File: src/rtl/gfx_sdram_arbiter_if.sv
// -----------------------------------------------------------------------------
// gfx_sdram_arbiter_if
//
// Bundles every non-clock signal around the graphics SDRAM arbiter: the ROM
// download port, the two graphics read requesters (bg, obj), the SDRAM
// controller port and the sticky watchdog flag.
//
// Modports:
//   master : the arbiter itself. It drives the SDRAM strobes, address and
//            write data, the requester acks/data, dl_wait and err.
//   slave  : the surroundings (loader, fetch engines, SDRAM controller).
//
// Handshake rules, for every agent on this bundle:
//   - dl_wr is a one-cycle strobe. dl_wait high means the single write
//     holding register is full; a dl_wr seen while it is full is dropped.
//   - bg_req / obj_req are levels. Address is sampled at grant, and req must
//     stay high until the matching one-cycle *_ack. *_data is valid with
//     *_ack and is held afterwards.
//   - sd_rd / sd_we are one-cycle strobes, never high together. The SDRAM
//     answers each with exactly one sd_ready pulse, read data on sd_dout in
//     that same cycle. Only one SDRAM op is in flight at a time.
// -----------------------------------------------------------------------------
interface gfx_sdram_arbiter_if;
  logic        dl_active;
  logic        dl_wr;
  logic [24:0] dl_addr;
  logic [7:0]  dl_data;
  logic        dl_wait;

  logic        bg_req;
  logic [18:0] bg_addr;
  logic        bg_ack;
  logic [7:0]  bg_data;

  logic        obj_req;
  logic [18:0] obj_addr;
  logic        obj_ack;
  logic [7:0]  obj_data;

  logic [24:0] sd_addr;
  logic [7:0]  sd_din;
  logic        sd_rd;
  logic        sd_we;
  logic [7:0]  sd_dout;
  logic        sd_ready;

  logic        err;

  modport master (
    input  dl_active, dl_wr, dl_addr, dl_data,
    output dl_wait,
    input  bg_req, bg_addr,
    output bg_ack, bg_data,
    input  obj_req, obj_addr,
    output obj_ack, obj_data,
    output sd_addr, sd_din, sd_rd, sd_we,
    input  sd_dout, sd_ready,
    output err
  );

  modport slave (
    output dl_active, dl_wr, dl_addr, dl_data,
    input  dl_wait,
    output bg_req, bg_addr,
    input  bg_ack, bg_data,
    output obj_req, obj_addr,
    input  obj_ack, obj_data,
    input  sd_addr, sd_din, sd_rd, sd_we,
    output sd_dout, sd_ready,
    input  err
  );
endinterface

File: src/rtl/gfx_sdram_arbiter.sv
// -----------------------------------------------------------------------------
// gfx_sdram_arbiter
//
// Shares one SDRAM port between the ROM loader (writes) and two graphics
// fetch engines (background tiles, sprites; reads). Loader writes go through
// a one-entry holding register and always take priority over new read grants.
// Reads are only granted while no download is active, and ties between the
// two readers are broken round-robin. One SDRAM op is in flight at a time.
//
// Parameters:
//   BG_BASE   byte offset added to bg_addr  (25-bit wrap)
//   OBJ_BASE  byte offset added to obj_addr (25-bit wrap)
//   TIMEOUT   watchdog cycles per SDRAM op (only with ARB_TIMEOUT_EN)
//
// Ports:
//   clk_sys    system clock, rising edge
//   reset_n    asynchronous active-low reset
//   bus        gfx_sdram_arbiter_if.master (loader, bg, obj, SDRAM, err)
//   dbg_state  current FSM state (0 idle, 1 write, 2 read)
//
// Build option:
//   ARB_TIMEOUT_EN  when defined, an 8-bit watchdog aborts an SDRAM op that
//                   sees no sd_ready within TIMEOUT cycles: a read is acked
//                   with 8'hFF, a write releases the loader, and err sets
//                   until reset. When undefined the FSM waits indefinitely
//                   and err is tied low.
// -----------------------------------------------------------------------------
module gfx_sdram_arbiter #(
  parameter logic [24:0] BG_BASE  = 25'h0000000,
  parameter logic [24:0] OBJ_BASE = 25'h0040000,
  parameter int          TIMEOUT  = 64
) (
  input  logic                       clk_sys,
  input  logic                       reset_n,
  gfx_sdram_arbiter_if.master        bus,
  output logic [1:0]                 dbg_state
);

  typedef enum logic [1:0] {
    S_IDLE  = 2'd0,
    S_WRITE = 2'd1,
    S_READ  = 2'd2
  } state_t;

  // The watchdog is 8 bits wide; a TIMEOUT outside 1..255 cannot be counted.
  // This empty block makes such a configuration visible in the elaborated
  // hierarchy.
  if (TIMEOUT < 1 || TIMEOUT > 255) begin : g_timeout_out_of_range
  end

  // ---------------------------------------------------------------------------
  // State
  // ---------------------------------------------------------------------------
  state_t      state_q,     state_d;
  logic        pend_q,      pend_d;
  logic [24:0] hold_addr_q, hold_addr_d;
  logic [7:0]  hold_data_q, hold_data_d;
  logic [24:0] sd_addr_q,   sd_addr_d;
  logic [7:0]  sd_din_q,    sd_din_d;
  logic        sd_rd_q,     sd_rd_d;
  logic        sd_we_q,     sd_we_d;
  logic        bg_ack_q,    bg_ack_d;
  logic        obj_ack_q,   obj_ack_d;
  logic [7:0]  bg_data_q,   bg_data_d;
  logic [7:0]  obj_data_q,  obj_data_d;
  logic        gnt_obj_q,   gnt_obj_d;   // requester owning the in-flight read
  logic        last_obj_q,  last_obj_d;  // requester served by the last read

`ifdef ARB_TIMEOUT_EN
  localparam logic [7:0] TIMEOUT_CNT = 8'(TIMEOUT);
  logic [7:0]  wdog_q,      wdog_d;
  logic        err_q,       err_d;
`endif

  // ---------------------------------------------------------------------------
  // Grant and address helpers
  // ---------------------------------------------------------------------------
  logic        any_req;
  logic        pick_obj;
  logic [24:0] bg_full_addr;
  logic [24:0] obj_full_addr;
  logic [24:0] wr_addr;
  logic [7:0]  wr_data;
  logic        wr_go;

  assign any_req       = bus.bg_req | bus.obj_req;
  // OBJ wins when it is the only requester, or on a tie when BG went last.
  assign pick_obj      = bus.obj_req & (~bus.bg_req | ~last_obj_q);
  assign bg_full_addr  = BG_BASE  + {6'd0, bus.bg_addr};
  assign obj_full_addr = OBJ_BASE + {6'd0, bus.obj_addr};

  // A strobe arriving while the holding register is empty is issued straight
  // from the loader inputs, so sd_we rises in the same cycle as dl_wait.
  assign wr_go   = pend_q | bus.dl_wr;
  assign wr_addr = pend_q ? hold_addr_q : bus.dl_addr;
  assign wr_data = pend_q ? hold_data_q : bus.dl_data;

  // ---------------------------------------------------------------------------
  // Next-state and output logic
  // ---------------------------------------------------------------------------
  logic       rd_done;
  logic       wr_done;
  logic [7:0] rd_byte;

  always_comb begin
    state_d     = state_q;
    pend_d      = pend_q;
    hold_addr_d = hold_addr_q;
    hold_data_d = hold_data_q;
    sd_addr_d   = sd_addr_q;
    sd_din_d    = sd_din_q;
    sd_rd_d     = 1'b0;
    sd_we_d     = 1'b0;
    bg_ack_d    = 1'b0;
    obj_ack_d   = 1'b0;
    bg_data_d   = bg_data_q;
    obj_data_d  = obj_data_q;
    gnt_obj_d   = gnt_obj_q;
    last_obj_d  = last_obj_q;
    rd_done     = 1'b0;
    wr_done     = 1'b0;
    rd_byte     = bus.sd_dout;
`ifdef ARB_TIMEOUT_EN
    wdog_d      = wdog_q;
    err_d       = err_q;
`endif

    // Holding register: a strobe is only accepted when it is empty; a strobe
    // that finds it full is lost (loader ignored dl_wait).
    if (bus.dl_wr && !pend_q) begin
      pend_d      = 1'b1;
      hold_addr_d = bus.dl_addr;
      hold_data_d = bus.dl_data;
    end

    case (state_q)
      S_IDLE: begin
        // sd_ready seen here belongs to no op and is ignored.
        if (wr_go) begin
          sd_addr_d = wr_addr;
          sd_din_d  = wr_data;
          sd_we_d   = 1'b1;
          state_d   = S_WRITE;
`ifdef ARB_TIMEOUT_EN
          wdog_d    = 8'd0;
`endif
        end else if (!bus.dl_active && any_req) begin
          sd_addr_d = pick_obj ? obj_full_addr : bg_full_addr;
          sd_rd_d   = 1'b1;
          gnt_obj_d = pick_obj;
          state_d   = S_READ;
`ifdef ARB_TIMEOUT_EN
          wdog_d    = 8'd0;
`endif
        end
      end

      S_WRITE: begin
        if (bus.sd_ready) begin
          wr_done = 1'b1;
`ifdef ARB_TIMEOUT_EN
        end else if (wdog_q == TIMEOUT_CNT) begin
          wr_done = 1'b1;
          err_d   = 1'b1;
        end else begin
          wdog_d  = wdog_q + 8'd1;
`endif
        end
      end

      S_READ: begin
        if (bus.sd_ready) begin
          rd_done = 1'b1;
`ifdef ARB_TIMEOUT_EN
        end else if (wdog_q == TIMEOUT_CNT) begin
          rd_done = 1'b1;
          rd_byte = 8'hFF;
          err_d   = 1'b1;
        end else begin
          wdog_d  = wdog_q + 8'd1;
`endif
        end
      end

      default: state_d = S_IDLE;
    endcase

    if (wr_done) begin
      pend_d  = 1'b0;
      state_d = S_IDLE;
    end

    if (rd_done) begin
      state_d    = S_IDLE;
      last_obj_d = gnt_obj_q;
      if (gnt_obj_q) begin
        obj_data_d = rd_byte;
        obj_ack_d  = 1'b1;
      end else begin
        bg_data_d  = rd_byte;
        bg_ack_d   = 1'b1;
      end
    end
  end

  // ---------------------------------------------------------------------------
  // Registers. Reset abandons any op in flight without acking it.
  // last resets to OBJ so BG wins the first tie.
  // ---------------------------------------------------------------------------
  always_ff @(posedge clk_sys or negedge reset_n) begin
    if (!reset_n) begin
      state_q     <= S_IDLE;
      pend_q      <= 1'b0;
      hold_addr_q <= '0;
      hold_data_q <= '0;
      sd_addr_q   <= '0;
      sd_din_q    <= '0;
      sd_rd_q     <= 1'b0;
      sd_we_q     <= 1'b0;
      bg_ack_q    <= 1'b0;
      obj_ack_q   <= 1'b0;
      bg_data_q   <= '0;
      obj_data_q  <= '0;
      gnt_obj_q   <= 1'b0;
      last_obj_q  <= 1'b1;
    end else begin
      state_q     <= state_d;
      pend_q      <= pend_d;
      hold_addr_q <= hold_addr_d;
      hold_data_q <= hold_data_d;
      sd_addr_q   <= sd_addr_d;
      sd_din_q    <= sd_din_d;
      sd_rd_q     <= sd_rd_d;
      sd_we_q     <= sd_we_d;
      bg_ack_q    <= bg_ack_d;
      obj_ack_q   <= obj_ack_d;
      bg_data_q   <= bg_data_d;
      obj_data_q  <= obj_data_d;
      gnt_obj_q   <= gnt_obj_d;
      last_obj_q  <= last_obj_d;
    end
  end

`ifdef ARB_TIMEOUT_EN
  always_ff @(posedge clk_sys or negedge reset_n) begin
    if (!reset_n) begin
      wdog_q <= '0;
      err_q  <= 1'b0;
    end else begin
      wdog_q <= wdog_d;
      err_q  <= err_d;
    end
  end

  assign bus.err = err_q;
`else
  assign bus.err = 1'b0;
`endif

  // ---------------------------------------------------------------------------
  // Outputs. dl_wait is exactly "holding register full": it rises the cycle
  // after an accepted dl_wr and falls the cycle after the write completes.
  // ---------------------------------------------------------------------------
  assign bus.dl_wait  = pend_q;
  assign bus.sd_addr  = sd_addr_q;
  assign bus.sd_din   = sd_din_q;
  assign bus.sd_rd    = sd_rd_q;
  assign bus.sd_we    = sd_we_q;
  assign bus.bg_ack   = bg_ack_q;
  assign bus.obj_ack  = obj_ack_q;
  assign bus.bg_data  = bg_data_q;
  assign bus.obj_data = obj_data_q;
  assign dbg_state    = state_q;

endmodule
File: src/flat_wrapper.sv
// flat-port wrapper written by rule: the top's interface ports become plain ports
module gfx_sdram_arbiter_flat 
#(
  parameter logic [24:0] BG_BASE  = 25'h0000000,
  parameter logic [24:0] OBJ_BASE = 25'h0040000,
  parameter int          TIMEOUT  = 64
)
  (clk_sys, reset_n, dbg_state, bus_dl_active, bus_dl_wr, bus_dl_addr, bus_dl_data, bus_dl_wait, bus_bg_req, bus_bg_addr, bus_bg_ack, bus_bg_data, bus_obj_req, bus_obj_addr, bus_obj_ack, bus_obj_data, bus_sd_addr, bus_sd_din, bus_sd_rd, bus_sd_we, bus_sd_dout, bus_sd_ready, bus_err);
  gfx_sdram_arbiter_if bus_i ();
  input  logic clk_sys;
  input  logic reset_n;
  output logic [1:0] dbg_state;
  input wire logic [$bits(bus_i.dl_active)-1:0] bus_dl_active;
  input wire logic [$bits(bus_i.dl_wr)-1:0] bus_dl_wr;
  input wire logic [$bits(bus_i.dl_addr)-1:0] bus_dl_addr;
  input wire logic [$bits(bus_i.dl_data)-1:0] bus_dl_data;
  output wire logic [$bits(bus_i.dl_wait)-1:0] bus_dl_wait;
  input wire logic [$bits(bus_i.bg_req)-1:0] bus_bg_req;
  input wire logic [$bits(bus_i.bg_addr)-1:0] bus_bg_addr;
  output wire logic [$bits(bus_i.bg_ack)-1:0] bus_bg_ack;
  output wire logic [$bits(bus_i.bg_data)-1:0] bus_bg_data;
  input wire logic [$bits(bus_i.obj_req)-1:0] bus_obj_req;
  input wire logic [$bits(bus_i.obj_addr)-1:0] bus_obj_addr;
  output wire logic [$bits(bus_i.obj_ack)-1:0] bus_obj_ack;
  output wire logic [$bits(bus_i.obj_data)-1:0] bus_obj_data;
  output wire logic [$bits(bus_i.sd_addr)-1:0] bus_sd_addr;
  output wire logic [$bits(bus_i.sd_din)-1:0] bus_sd_din;
  output wire logic [$bits(bus_i.sd_rd)-1:0] bus_sd_rd;
  output wire logic [$bits(bus_i.sd_we)-1:0] bus_sd_we;
  input wire logic [$bits(bus_i.sd_dout)-1:0] bus_sd_dout;
  input wire logic [$bits(bus_i.sd_ready)-1:0] bus_sd_ready;
  output wire logic [$bits(bus_i.err)-1:0] bus_err;
  assign bus_i.dl_active = bus_dl_active;
  assign bus_i.dl_wr = bus_dl_wr;
  assign bus_i.dl_addr = bus_dl_addr;
  assign bus_i.dl_data = bus_dl_data;
  assign bus_dl_wait = bus_i.dl_wait;
  assign bus_i.bg_req = bus_bg_req;
  assign bus_i.bg_addr = bus_bg_addr;
  assign bus_bg_ack = bus_i.bg_ack;
  assign bus_bg_data = bus_i.bg_data;
  assign bus_i.obj_req = bus_obj_req;
  assign bus_i.obj_addr = bus_obj_addr;
  assign bus_obj_ack = bus_i.obj_ack;
  assign bus_obj_data = bus_i.obj_data;
  assign bus_sd_addr = bus_i.sd_addr;
  assign bus_sd_din = bus_i.sd_din;
  assign bus_sd_rd = bus_i.sd_rd;
  assign bus_sd_we = bus_i.sd_we;
  assign bus_i.sd_dout = bus_sd_dout;
  assign bus_i.sd_ready = bus_sd_ready;
  assign bus_err = bus_i.err;
  gfx_sdram_arbiter #(.BG_BASE(BG_BASE), .OBJ_BASE(OBJ_BASE), .TIMEOUT(TIMEOUT)) u_core (.clk_sys(clk_sys), .reset_n(reset_n), .bus(bus_i), .dbg_state(dbg_state));
endmodule
File: config.mk
export PLATFORM = sky130hd
export DESIGN_NAME = gfx_sdram_arbiter_flat
export DESIGN_NICKNAME = d
export VERILOG_FILES = /design/src/rtl/gfx_sdram_arbiter_if.sv /design/src/rtl/gfx_sdram_arbiter.sv /design/src/flat_wrapper.sv
export SDC_FILE = /design/constraint.sdc
export NUM_CORES = 1
export LEC_CHECK = 0
export CORE_ASPECT_RATIO = 0.75
export CORE_UTILIZATION = 50
export CTS_CLUSTER_DIAMETER = 60
export DETAILED_ROUTE_END_ITERATION = 10
export PLACE_DENSITY = 0.84
export SYNTH_ARGS = -nofsm -noshare
export SYNTH_HDL_FRONTEND = slang
export SYNTH_SLANG_ARGS = --single-unit
File: constraint.sdc
create_clock -name clk_sys -period 3.8 [get_ports clk_sys]
set_input_delay 0.76 -clock clk_sys [delete_from_list [all_inputs] [get_ports clk_sys]]
set_output_delay 0.76 -clock clk_sys [all_outputs]
set_load 0.03 [all_outputs]
======== Yosys cells after proc, flatten, opt, wreduce, memory -nomap -nowiden ========
Index checks and enable logic that the tools add are counted.
Widths: inputs -> output; s select.
word-level totals
  bits of input ports ..................... 86
  logic and storage cells ................. 65
  output and inout bits ................... 57
  register bits ........................... 91
cells by class
  mux-type cells .......................... 24
  bitwise operators ....................... 8
  reductions and logical operators ........ 14
  add/subtract/negate cells ............... 1
  equal/unequal tests ..................... 4
operators by type and width
  kind                    count
  $mux 25                 4
  $add 19x19->20 const A  1
  $mux 1                  14
  $reduce_and 2->1        5
  $mux 2                  4
  $mux 8                  1
  $ne 5x1->1 const B      1
  $not 1->1               4
  $pmux 2 s2              1
  $reduce_bool 2->1       2
  $ne 3x1->1 const B      1
  $or 1x1->1              3
  $reduce_and 3->1        1
  $eq 2x1->1 const B      1
  $eq 2x2->1 const B      1
  $logic_and 1x1->1       2
  $logic_not 1->1         2
  $logic_not 2->1         1
  $reduce_or 2->1         1
  $and 1x1->1             1

======== Longest topological paths before layout ========
  depth in word-level cells ............... 7
  depth in mapped cells ................... 6
  depth with buffers taken out ............ 3

======== Worst setup path before layout ========
OpenSTA, ideal clock, no wires.
  path kind ............................... input-to-reg
  from .................................... input port bus_dl_wr
  to ...................................... register u_core.gnt_obj_q
  data required time ...................... 3672 ps
  arrival ................................. 1629 ps
  library setup time ...................... 128 ps
  path slack .............................. 2044 ps
  stages on the path ...................... 4
  path through ............................ or2_4 buf_6 nor3_4 mux2_1
between the ends
  word-level cells in the longest chain between the ends .. 3
ends and longest elaborated chain
  item                               line                      RTL
  from (decl)                        flat_wrapper.sv:14        input wire logic [$bits(bus_i.dl_wr)-1:0] bus_dl_wr;
  $or 1x1->1                         gfx_sdram_arbiter.sv:94   assign wr_go = pend_q | bus.dl_wr;
  $not 1->1 (no source line)         -
  $reduce_and 3->1 (no source line)  -
  to (signal assigned)               gfx_sdram_arbiter.sv:239  gnt_obj_q <= gnt_obj_d;
  to (decl)                          gfx_sdram_arbiter.sv:66   logic gnt_obj_q, gnt_obj_d;
Every way passes these cells.
A chain may end at the register's enable or synchronous reset.

======== Final worst setup path ========
  from .................................... input port bus_dl_wr
  to ...................................... register u_core.hold_addr_q[8]
between the ends
  word-level cells in the longest chain between the ends .. 1
ends and longest elaborated chain
  item                  line                      RTL
  $logic_and 1x1->1     gfx_sdram_arbiter.sv:130  if (bus.dl_wr && !pend_q) begin
  to (signal assigned)  gfx_sdram_arbiter.sv:229  hold_addr_q <= hold_addr_d;
  to (decl)             gfx_sdram_arbiter.sv:56   logic [24:0] hold_addr_q, hold_addr_d;
Every way passes these cells.

==> impl_metrics.py <==
metrics = {
    "grt": {
        "track_usage_pct": 23.9,
        "grt-ovfl-total": 0,
        "grt_max_degree": 92,
        "grt_pass1_wl_um": 17400,
        "first_global_vias": 3382,
        "antenna_found_initial": 0,
    },
    "timing": {
        "max_clock_freq_ghz": 0.376,
        "maxSlewHeadroom_pct": 25.7,
        "rsz0062_at_grt": "no",
        "fin_setup_tns_ns": 0,
        "setup-violations-final": 0,
        "holdWs_ns": 0.482,
        "drv_slew": 0,
        "finalCritPeriodShare_pct": 70.0,
        "finalHoldViolCount": 0,
        "min_period_ns": 2.66,
        "worstMarginPinSlew_ns": 1.11,
        "finClkSkew_ns": 0.00528,
    },
    "place": {
        "dp_hpwl_um": 7290,
        "placed_area_um2": 5830,
        "gp_congestion": 0.760,
        "io_buffers": 141,
    },
    "clock_tree": {
        "cts_setup_buffers": 0,
        "htreeDepth": 3,
        "cts-root-buf": "clkbuf_16",
        "cts.sinks": 91,
        "clock_latency_ns": 0.34,
        "ctsLongestPathBuffers": 2,
        "cts_resized": 0,
        "path_clk_slew_ns": 0.06,
        "numCtsBuffers": 9,
        "cts_tree": "built",
        "cts_hold_buf": 0,
    },
    "power": {
        "power.density_nw_per_um2": 675,
        "max-vdd-ir-drop_v": 0.000452,
        "p_leak_nw": 2.56,
        "p_int_w": 0.00262,
        "p_sw_share_pct": 36.7,
        "pwr-share-comb_pct": 41.8,
        "power.share.clock_pct": 20.9,
        "p_seq_share_pct": 37.3,
        "p_switching_w": 0.00152,
    },
    "drt": {
        "drtPass1Iterations": 4,
        "routed_wl_um": 10700,
        "drtIter0Drc": 216,
        "vias": 3345,
        "met1_length_um": 4810,
        "drc_errors": 0,
        "ant_nets": 0,
        "wl_met2_um": 5130,
        "via_per_inst": 5.66,
        "dr_wl_met3_um": 697,
        "wire_per_inst_um": 18.1,
        "routed.top_layer": "met4",
    },
    "final_layout": {
        "area_growth_pct": 39.0,
        "seq_area_um2": 2280,
        "nFillCells": 637,
        "final_nets": 564,
        "fin_area_um2": 6130,
        "final_common_cell": "clkdlybuf4s50_1",
        "fin_util_pct": 71.9,
        "final_layout_size_suffix_gt1_share_pct": 18.8,
        "final_cell_mix": "140 x clkdlybuf4s50_1, 89 x dfrtp_1, 54 x mux2_2",
        "multi_input_area_um2": 1880,
        "n_antenna_cell": 0,
    },
    "yosys": {
        "ys_ff_latch": 91,
        "synth.avg_cell_area_um2": 12.6,
        "synth_nets": 437,
        "synth.distinct_cells": 39,
        "syn_area_um2": 4410,
        "syn_inst": 351,
        "synth_top_area_share_pct": 51.0,
        "yosys_warnings": 0,
        "synth_top_area_cell": "dfrtp_1",
        "ys_seq_area_share_pct": 51.6,
        "synthTopCellsByArea": "dfrtp_1 51%, mux2_2 14%, nor3b_1 6.3%, mux2i_1 6.1%, a221oi_1 4.0%",
    },
    "die": {
        "io_pins": 143,
        "initial_core_util_pct": 51.8,
        "die-area_um2": 9210,
        "fp-row-count": 29,
        "dieHeight_um": 83.4,
        "die_w_um": 110,
        "core_area_um2": 8530,
    },
    "critical_path": {
        "cp_data_required_time_ns": 4.02,
        "cp-start-kind": "input pin",
        "r2r_slack_ns": 1.62,
        "worst_setup_path_end_kind": "flop",
        "crit_type": "in -> reg",
        "critPathArrivalTime_ns": 2.88,
        "crit_path_max_fanout": 41,
    },
    "flow_run": {
        "max_cap_violations": 0,
    },
    "min_path": {
        "hp-class": "reg -> reg",
    },
    "outcome": {
        "outcome": "completed",
    },
}
[synth_stat cells, drive strengths merged]
cell type / instances
inv: 23
dfrtp: 90
a32oi: 19
or3b: 1
dfstp: 1
or2: 2
nor3: 2
nor2b: 2
conb: 1
nand4b: 1
o311ai: 1
o21ai: 1
a221oi: 20
nand2b: 1
a22oi: 1
buf: 21
a22o: 5
a21oi: 17
nand2: 3
nand3: 1
a21boi: 1
mux2i: 27
nand3b: 1
o21bai: 1
o21ba: 1
a211oi: 1
clkbuf: 8
nor2: 5
a31oi: 1
nor3b: 37
mux2: 55
[sequential cells by signal, summed over array words and instances (netlist names), 2 cells and up]
| signal | cells |
|---|---|
| u_core.dbg_state | 2 |
| u_core.bus.sd_addr | 25 |
| u_core.hold_data_q | 8 |
| u_core.bus.bg_data | 8 |
| u_core.bus.obj_data | 8 |
| u_core.hold_addr_q | 25 |
| u_core.bus.sd_din | 8 |
[path summary, 6_finish.rpt]
path | startpoint | end | cells past startpoint
max in group asynchronous | reset_n | u_core.bus.dl_wait | 1
hold / removal | u_core.last_obj_q | u_core.last_obj_q | 2
setup / recovery | bus_dl_wr | u_core.hold_addr_q[8] | 5
min in group asynchronous | reset_n | u_core.hold_addr_q[21] | 1
setup reg to reg | u_core.bus.dl_wait | u_core.bus.sd_addr[23] | 3
hold reg to reg | u_core.last_obj_q | u_core.last_obj_q | 2
[stage by stage]
| stage | cells | power [W] | setup WS (ns) |
|---|---|---|---|
| floorplan | 351 | 0.00258 | 2.04 |
| CTS | 591 | 0.00417 | 1.14 |
| detailed placement | 575 | 0.00329 | 0.799 |
| finish | 591 | 0.00414 | 1.14 |
| global route | 591 | 0.00435 | 1.02 |
| global placement | 575 | 0.00323 | 0.865 |
[kinds of logic after synthesis]
family / Yosys count / share of synthesized area [%]
other cells: 1 / 0.0850
flops: 91 / 51.6
simple gates: 56 / 9.90
compound gates: 69 / 12.3
mux: 82 / 20.2
buf+inv: 52 / 5.95
[layer usage]
metal / vias to the layer above / GRT usage (%)
met5: - / 0
met4: 0 / 4.36
met3: 6 / 7.81
met2: 114 / 39.1
met1: 1673 / 31.4
li1: 1552 / -
[power by group through the flow]
stage / sequential, W / combinational, W / clock (W)
after floorplan: 0.00193 / 0.000642 / 0
after global routing: 0.00159 / 0.00183 / 0.000933
after global placement: 0.00154 / 0.00170 / 0
after CTS: 0.00154 / 0.00174 / 0.000888
after detailed placement: 0.00155 / 0.00174 / 0
final: 0.00155 / 0.00173 / 0.000866
[cell type report]
type                    count  area share [%]
flip-flops and latches     91            37.2
multi-input cells         208            30.7
repair buffers            145            23.7
clock buffers              12            4.35
well taps                 108            2.20
inverters                  23            1.41
clock inverters             4           0.531
[critical path, stage by stage]
cell	delay, ns
clkdlybuf4s50_1	0.50
buf_4	0.40
nor2b_4	0.55
buf_12	0.29
mux2_2	0.37
Note: power is estimated with default switching activity, not from simulation.
